File: src/rtl/bmem_pkg.sv
// Shared types and sizing constants for the burst-memory arbiter.
package bmem_pkg;

    localparam int unsigned BEAT_WIDTH    = 64;
    localparam int unsigned BEATS         = 4;
    localparam int unsigned LINE_WIDTH    = BEAT_WIDTH * BEATS;
    localparam int unsigned LINE_OFFSET_W = 5;

    typedef enum logic [2:0] {
        ST_IDLE    = 3'd0,
        ST_RD_CMD  = 3'd1,
        ST_RD_BEAT = 3'd2,
        ST_WR_BEAT = 3'd3,
        ST_WR_WAIT = 3'd4,
        ST_DONE    = 3'd5
    } bmem_arb_state_t;

    typedef enum logic {
        REQ_I = 1'b0,
        REQ_D = 1'b1
    } bmem_req_t;

endpackage

File: src/rtl/bmem_line_buf.sv
// One cache line of storage: whole-line load for writebacks, beat-indexed
// load for read assembly, and a beat-indexed read port for serialization.
module bmem_line_buf
    import bmem_pkg::*;
#(
    parameter  int unsigned BEAT_WIDTH = bmem_pkg::BEAT_WIDTH,
    parameter  int unsigned BEATS      = bmem_pkg::BEATS,
    localparam int unsigned LINE_WIDTH = BEAT_WIDTH * BEATS,
    localparam int unsigned IDX_W      = $clog2(BEATS)
) (
    input  logic                  clk,
    input  logic                  rst,
    input  logic                  line_we,
    input  logic [LINE_WIDTH-1:0] line_wdata,
    input  logic                  beat_we,
    input  logic [IDX_W-1:0]      beat_idx,
    input  logic [BEAT_WIDTH-1:0] beat_wdata,
    output logic [LINE_WIDTH-1:0] line_rdata,
    output logic [BEAT_WIDTH-1:0] beat_rdata
);

    logic [LINE_WIDTH-1:0] line_q;
    logic [LINE_WIDTH-1:0] line_d;

    // Next line contents: full-line load wins over a single-beat update.
    always_comb begin
        line_d = line_q;
        if (line_we) begin
            line_d = line_wdata;
        end else if (beat_we) begin
            line_d[beat_idx*BEAT_WIDTH +: BEAT_WIDTH] = beat_wdata;
        end
    end

    // Line storage register.
    always_ff @(posedge clk) begin
        if (rst) begin
            line_q <= '0;
        end else begin
            line_q <= line_d;
        end
    end

    assign line_rdata = line_q;
    assign beat_rdata = line_q[beat_idx*BEAT_WIDTH +: BEAT_WIDTH];

endmodule

File: src/rtl/bmem_arbiter.sv
// Arbitrates the I-cache and D-cache line requests onto a single 4-beat
// burst memory port, serializing writebacks and assembling read lines.
module bmem_arbiter
    import bmem_pkg::*;
#(
    parameter  int unsigned ADDR_WIDTH = 32,
    parameter  int unsigned BEAT_WIDTH = bmem_pkg::BEAT_WIDTH,
    parameter  int unsigned BEATS      = bmem_pkg::BEATS,
    localparam int unsigned LINE_WIDTH = BEAT_WIDTH * BEATS
) (
    input  logic                  clk,
    input  logic                  rst,
    input  logic [ADDR_WIDTH-1:0] i_addr,
    input  logic                  i_read,
    output logic [LINE_WIDTH-1:0] i_rdata,
    output logic                  i_resp,
    input  logic [ADDR_WIDTH-1:0] d_addr,
    input  logic                  d_read,
    input  logic                  d_write,
    input  logic [LINE_WIDTH-1:0] d_wdata,
    output logic [LINE_WIDTH-1:0] d_rdata,
    output logic                  d_resp,
    output logic [ADDR_WIDTH-1:0] bmem_address,
    output logic                  bmem_read,
    output logic                  bmem_write,
    output logic [BEAT_WIDTH-1:0] bmem_wdata,
    input  logic [BEAT_WIDTH-1:0] bmem_rdata,
    input  logic                  bmem_resp
);

    localparam int unsigned OFF_W = $clog2(LINE_WIDTH / 8);
    localparam int unsigned CNT_W = $clog2(BEATS);
    localparam logic [CNT_W-1:0] CNT_LAST = CNT_W'(BEATS - 1);

    bmem_arb_state_t       state_q, state_d;
    bmem_req_t             gnt_q, gnt_d;
    bmem_req_t             last_q, last_d;
    logic [ADDR_WIDTH-1:0] addr_q, addr_d;
    logic [CNT_W-1:0]      cnt_q, cnt_d;
    logic [LINE_WIDTH-1:0] i_rdata_q, i_rdata_d;
    logic [LINE_WIDTH-1:0] d_rdata_q, d_rdata_d;

    logic                  i_req, d_req;
    bmem_req_t             pick;
    logic [ADDR_WIDTH-1:0] pick_addr;
    logic                  buf_line_we, buf_beat_we;
    logic [LINE_WIDTH-1:0] buf_line;
    logic [BEAT_WIDTH-1:0] buf_beat;
    logic [LINE_WIDTH-1:0] assembled;

    bmem_line_buf #(
        .BEAT_WIDTH (BEAT_WIDTH),
        .BEATS      (BEATS)
    ) u_line_buf (
        .clk        (clk),
        .rst        (rst),
        .line_we    (buf_line_we),
        .line_wdata (d_wdata),
        .beat_we    (buf_beat_we),
        .beat_idx   (cnt_q),
        .beat_wdata (bmem_rdata),
        .line_rdata (buf_line),
        .beat_rdata (buf_beat)
    );

    // Grant selection, transfer sequencing and beat counting.
    always_comb begin
        state_d     = state_q;
        gnt_d       = gnt_q;
        last_d      = last_q;
        addr_d      = addr_q;
        cnt_d       = cnt_q;
        i_rdata_d   = i_rdata_q;
        d_rdata_d   = d_rdata_q;
        buf_line_we = 1'b0;
        buf_beat_we = 1'b0;

        i_req     = i_read;
        d_req     = d_read | d_write;
        pick      = (i_req && d_req) ? ((last_q == REQ_I) ? REQ_D : REQ_I)
                                     : (d_req ? REQ_D : REQ_I);
        pick_addr = (pick == REQ_D) ? d_addr : i_addr;

        // The last beat lands in the buffer on the same edge that enters
        // DONE, so the returned line is built with that beat spliced in.
        assembled = buf_line;
        assembled[cnt_q*BEAT_WIDTH +: BEAT_WIDTH] = bmem_rdata;

        unique case (state_q)
            ST_IDLE: begin
                if (i_req || d_req) begin
                    gnt_d  = pick;
                    last_d = pick;
                    addr_d = {pick_addr[ADDR_WIDTH-1:OFF_W], {OFF_W{1'b0}}};
                    cnt_d  = '0;
                    if (pick == REQ_D && d_write) begin
                        buf_line_we = 1'b1;
                        state_d     = ST_WR_BEAT;
                    end else begin
                        state_d = ST_RD_CMD;
                    end
                end
            end
            ST_RD_CMD: begin
                cnt_d   = '0;
                state_d = ST_RD_BEAT;
            end
            ST_RD_BEAT: begin
                if (bmem_resp) begin
                    buf_beat_we = 1'b1;
                    cnt_d       = cnt_q + 1'b1;
                    if (cnt_q == CNT_LAST) begin
                        state_d = ST_DONE;
                        if (gnt_q == REQ_I) begin
                            i_rdata_d = assembled;
                        end else begin
                            d_rdata_d = assembled;
                        end
                    end
                end
            end
            ST_WR_BEAT: begin
                cnt_d = cnt_q + 1'b1;
                if (cnt_q == CNT_LAST) begin
                    state_d = ST_WR_WAIT;
                end
            end
            ST_WR_WAIT: begin
                if (bmem_resp) begin
                    state_d = ST_DONE;
                end
            end
            ST_DONE: begin
                state_d = ST_IDLE;
            end
            default: begin
                state_d = ST_IDLE;
            end
        endcase
    end

    // Control and data registers.
    always_ff @(posedge clk) begin
        if (rst) begin
            state_q   <= ST_IDLE;
            gnt_q     <= REQ_I;
            last_q    <= REQ_I;
            addr_q    <= '0;
            cnt_q     <= '0;
            i_rdata_q <= '0;
            d_rdata_q <= '0;
        end else begin
            state_q   <= state_d;
            gnt_q     <= gnt_d;
            last_q    <= last_d;
            addr_q    <= addr_d;
            cnt_q     <= cnt_d;
            i_rdata_q <= i_rdata_d;
            d_rdata_q <= d_rdata_d;
        end
    end

    assign bmem_read    = (state_q == ST_RD_CMD);
    assign bmem_write   = (state_q == ST_WR_BEAT);
    assign bmem_wdata   = bmem_write ? buf_beat : '0;
    assign bmem_address = (state_q != ST_IDLE) ? addr_q : '0;
    assign i_resp       = (state_q == ST_DONE) && (gnt_q == REQ_I);
    assign d_resp       = (state_q == ST_DONE) && (gnt_q == REQ_D);
    assign i_rdata      = i_rdata_q;
    assign d_rdata      = d_rdata_q;

endmodule

File: config.mk
export PLATFORM = sky130hd
export DESIGN_NAME = bmem_arbiter
export DESIGN_NICKNAME = d
export VERILOG_FILES = /design/src/rtl/bmem_pkg.sv /design/src/rtl/bmem_line_buf.sv /design/src/rtl/bmem_arbiter.sv
export SDC_FILE = /design/constraint.sdc
export NUM_CORES = 2
export LEC_CHECK = 0
export CORE_AREA = 2 2 392 394
export DETAILED_ROUTE_END_ITERATION = 8
export DIE_AREA = 0 0 394 396
export GPL_ROUTABILITY_DRIVEN = 0
export HOLD_SLACK_MARGIN = 0.03
export PLACE_DENSITY = 0.47
export RECOVER_POWER = 25
export SETUP_SLACK_MARGIN = 0.02
export SLEW_MARGIN = 25
export SYNTH_ARGS = -nofsm -noshare
export SYNTH_HDL_FRONTEND = slang
export SYNTH_HIERARCHICAL = 1
export SYNTH_SLANG_ARGS = --single-unit
File: constraint.sdc
create_clock -name clk -period 4 [get_ports clk]
set_clock_uncertainty 0.15 [all_clocks]
set_input_delay 0.4 -clock clk [delete_from_list [all_inputs] [get_ports clk]]
set_output_delay 0.4 -clock clk [all_outputs]
set_load 0.01 [all_outputs]
# Word level (Yosys, flattened, before mapping)
# Cells that the tools add are included.
# word_totals
regBits	801
# op_classes
n_shift	3
bitwise	2
eq_ne	11
addsub	2
n_reduce_logical	14
muxes	24
# ops
op	n
2-to-1 mux 256 bit	2
bitwise mux 256 bit	1
variable shift 64 x 34 -> 256 bit, first input constant	1
indexed part select 256 x 9 -> 64 bit	1
indexed part select 64 x 34 -> 256 bit	1
2-to-1 mux 32 bit	2
2-to-1 mux 64 bit	1
negation 8 -> 34 bit	1
2-to-1 mux 3 bit	5
case mux 3 bit (5 select lines)	1
2-to-1 mux 1 bit	8
!= test 2 bit, second input constant	4
case mux 2 bit (4 select lines)	1
AND reduction 4 bit	2
equality test 3 x 2 -> 1 bit, second input constant	2
equality test 3 bit, second input constant	2
2-to-1 mux 2 bit	3
AND reduction 5 bit	1
logical AND 1 bit	4
nonzero test 4 bit	1
equality test 3 x 1 -> 1 bit, second input constant	1
logical NOT 3 bit	1
AND reduction 3 bit	1
nonzero test 3 bit	1
other kinds (8)	8

# Depth between registers and ports, before layout
# depth
word_depth	8
mapped_depth	11

# By module
# Netlist, hierarchy kept.
# by_module_without_submodules
mod	seq_area_each_um2	instances	cells_each	area_per_inst_um2
bmem_arbiter	10910.5	1	2611	25124.1
bmem_line_buf	5124.9	1	1258	12046.6

# Worst setup path before layout
# Ideal clock, no wire load.
# synth_timing
path_type	reg2reg
from	register cnt_q[0]
to	register d_rdata_q[132] (netlist: d_rdata[132])
arrival_time_ps	2152
path_slack_ps	1551
setup_ps	146
path_buffers	3
stages_incl_launch_ff	9
path_cell_list	dfxtp_1 inv_1 clkbuf_1 ha_1 and4bb_2 buf_4 buf_2 a32oi_1 a211oi_2
# synth_via
elab_chain_cells	3
word_cells_on_any_way	6
# synth_lines
element	line_no	text
start: declaration	bmem_arbiter.sv:39	logic [CNT_W-1:0] cnt_q, cnt_d;
start signal: assignment	bmem_arbiter.sv:157	cnt_q <= cnt_d;
negation 8 -> 34 bit	bmem_arbiter.sv:87	assembled[cnt_q*BEAT_WIDTH +: BEAT_WIDTH] = bmem_rdata;
indexed part select 64 x 34 -> 256 bit or variable shift 64 x 34 -> 256 bit (tied branches)	bmem_arbiter.sv:87	
bitwise mux 256 bit	bmem_arbiter.sv:87	
end signal: assignment	bmem_arbiter.sv:159	d_rdata_q <= d_rdata_d;
end: declaration	bmem_arbiter.sv:41	logic [LINE_WIDTH-1:0] d_rdata_q, d_rdata_d;
# Several ways; a longest one is shown, not always the timed one.
# A chain may end at the register's enable or synchronous reset.

# Worst setup path in the final report
# layout_timing
from	register cnt_q[0]
to	output port bmem_wdata[7]
# layout_via
elab_chain_cells	2
# layout_lines
element	line_no	text
indexed part select 256 x 9 -> 64 bit	bmem_line_buf.sv:45	assign beat_rdata = line_q[beat_idx*BEAT_WIDTH +: BEAT_WIDTH];
net buf_beat[7]	bmem_arbiter.sv:48	logic [BEAT_WIDTH-1:0] buf_beat;
2-to-1 mux 64 bit	bmem_arbiter.sv:165	assign bmem_wdata = bmem_write ? buf_beat : '0;
end: declaration	bmem_arbiter.sv:26	output logic [BEAT_WIDTH-1:0] bmem_wdata,
# The timed path passes the listed nets, and every way through them passes these cells.

==> flow_summary.ini <==
[detailed_routing]
firstDrtPassIters = 6
wl_um = 221000
first_iter_violations = 4053
drc = 0
wl_per_cell_um = 32.8
vias = 37838
antenna_left = 0
viasPerCell = 5.61

[worst_setup_path]
path_cells = buf_4, mux4_2, and3_1, clkdlybuf4s50_1
crit_path_max_incr_delay_ns = 0.70
r2r_slack_ns = 0.85
crit_buf_inv = 2
cpLargestDelayFamily = buffers and inverters
cp.depth = 4
cp-start-kind = register
arrival_ns = 3.23
r2r_end = i_rdata[74]
criticalPathCategory = register to output pin
critical_path.startpoint = cnt_q[0]
required_ns = 3.45
rr_worst_depth = 6
r2r-start = cnt_q[0]
critPathSlowestCell = dfxtp_4
cp-end-kind = output pin
crit_end = bmem_wdata[7]
crit_path_max_fanout = 25

[synthesis]
synth_ff_type = dfxtp_1
synth_largest_area_cell = dfxtp_1
ys_types = 50
synth_common_cells = dfxtp_1 (801), a21oi_1 (796), a211oi_1 (303)
yosys_warnings = 6
avgSynthCellArea_sq_um = 9.61
syn_inst = 3869
yosysSeqAreaShare_pct = 43.1
synth-seq-cells = 801
synth_area_sq_um = 37200
synth-edff-count = 0
synthTopCellsByArea = dfxtp_1 (43%), a21oi_1 (11%), a211oi_2 (8.0%)
synth.most_common_cell = dfxtp_1
synth_top_area_share_pct = 43.1
async_flop_share_pct = 0

[sta]
post-route-period-util_pct = 94.4
final-max-slew-violation-count = 0
relSlewSlack_pct = 23.3
tns_ns = 0
finalSetupViolCount = 0
hold_viol = 0
finalCriticalPeriod_ns = 3.78
rsz0062_at_grt = false
worst-slew-pin-transition_ns = 1.15
fmax_mhz = 265

[die]
num_rows = 143
dieArea_sq_um = 156000
start_util_pct = 24.5
chipHeight_um = 396
core-area_sq_um = 152000
fp.dieW_um = 394
io-pin-count = 1002

[place]
placed_area_sq_um = 48800
hpwl_um = 153000
port_buffers = 986

[clock_network]
h-tree-depth = 3
clock-sinks = 801
clock_latency_ns = 0.72
clock_path_buffers = 3
cts_tree = done
cts_hold_buf = 0
cts_buffers = 100
cts-resized-gates = 1
clkTransAtPathRegs_ns = 0.07
cts_setup_buffers = 0
cts_root_buffer = clkbuf_16

[worst_hold_path]
worstHoldStart = rst
worstHoldPathType = input pin to register

[layout]
fin_util_pct = 34.6
design_area_sq_um = 52400
layout-drive-gt1-share_pct = 13.9
nets = 4994
area_delta_synth_final_pct = 40.9

[grt]
antenna_found_initial = 47
grt_pass1_vias = 35933
grt_util_met2_pct = 40.5
grt.busiest_layer = met2
met1_usage_pct = 35.4
grt_pass1_wl_um = 303000
gr-usage-met3_pct = 8.47
grt-ovfl-total = 0
grt_max_degree = 137
grt.total_usage_pct = 26.9

[flow_run]
cap_viol_max_count = 0

[pwr]
ir_worst_vdd_uv = 297
p_leak_nw = 17.3
powerDensity_nw_per_um2 = 416

[run_status]
outcome = finished clean
flip-flops by register name, indices dropped and copies added, names as in the netlist:
| name | cells |
|---|---|
| u_line_buf/line_rdata | 256 |
| i_rdata | 256 |
| d_rdata | 256 |
| state_q | 3 |
| last_q | 1 |
| cnt_q | 2 |
| addr_q | 27 |
cell usage in the layout (no fill, tap or decap), drive strengths merged, types with 11 or more instances in the layout:
cell / count
dlygate4sd3: 346
a32oi: 64
a22oi: 256
mux2i: 30
a41oi: 78
a31oi: 114
clkinv: 20
ha: 11
clkdlybuf4s50: 639
diode: 33
a21oi: 800
a211oi: 540
mux4: 64
nand3: 257
and3: 65
buf: 147
nor2b: 222
clkbuf: 150
dfxtp: 801
metrics by stage:
stage / power (W) / std cells / hold WS (ns) / setup slack (ns)
after detailed placement: 0.0122 / 6521 / 0.360 / 0.724
after global placement: 0.0121 / 6521 / 0.353 / 0.677
after floorplan: 0.0103 / 3873 / 0.340 / 1.55
after global routing: 0.0225 / 6736 / 0.0658 / 0.0233
final: 0.0218 / 6739 / 0.0935 / 0.223
after CTS: 0.0220 / 6706 / 0.0393 / 0.0410
cell type report:
type / instances / area [sq um]
diodes: 33 / 82.6
flip-flops and latches: 801 / 16000
inverters: 5 / 22.5
repair buffers: 1132 / 11600
multi-input cells: 2553 / 18700
clock inverters: 35 / 450
fillers: 15640 / 99200
well taps: 2030 / 2540
clock buffers: 150 / 3020
per-layer routing:
metal / vias to the layer above / routed length [um]
met5: - / 195
met4: 30 / 8820
met3: 342 / 21200
met2: 1921 / 97200
met1: 19069 / 93600
li1: 16476 / -
worst register-to-register path: cells and delay by family, from the launching register on:
| kind | cells | cell delay [ns] |
|---|---|---|
| buf+inv | 2 | 0.67 |
| compound gates | 2 | 0.78 |
| simple gates | 1 | 0.25 |
| flops | 1 | 0.70 |
| fa+ha+maj | 1 | 0.48 |
report_power, final:
| group | internal [W] | switching [W] | leakage, nW |
|---|---|---|---|
| sequential | 0.00822 | 0.000254 | 6.49 |
| clock | 0.00579 | 0.00395 | 1.72 |
| combinational | 0.00124 | 0.00233 | 9.13 |
cells by family (layout without fill, tap and decap cells):
group / after synthesis / count (layout) / synth area share, %
compound gates: 1859 / 1859 / 35.6
flops: 801 / 801 / 43.1
simple gates: 584 / 584 / 9.06
buf+inv: 519 / 1322 / 7.17
mux: 94 / 94 / 4.69
fa+ha+maj: 11 / 11 / 0.370
other cells: 1 / 38 / 0.0101
worst min path at each step:
| stage | end | slack, ns | depth (start not counted) |
|---|---|---|---|
| after floorplan | addr_q[10] | 0.34 | 2 |
| after global placement | addr_q[21] | 0.35 | 2 |
| after detailed placement | addr_q[27] | 0.36 | 2 |
| after CTS | u_line_buf/line_rdata[115] | 0.04 | 2 |
| after global routing | u_line_buf/line_rdata[243] | 0.07 | 2 |
| final | u_line_buf/line_rdata[243] | 0.09 | 2 |
Power figures use the tool's default switching activity.
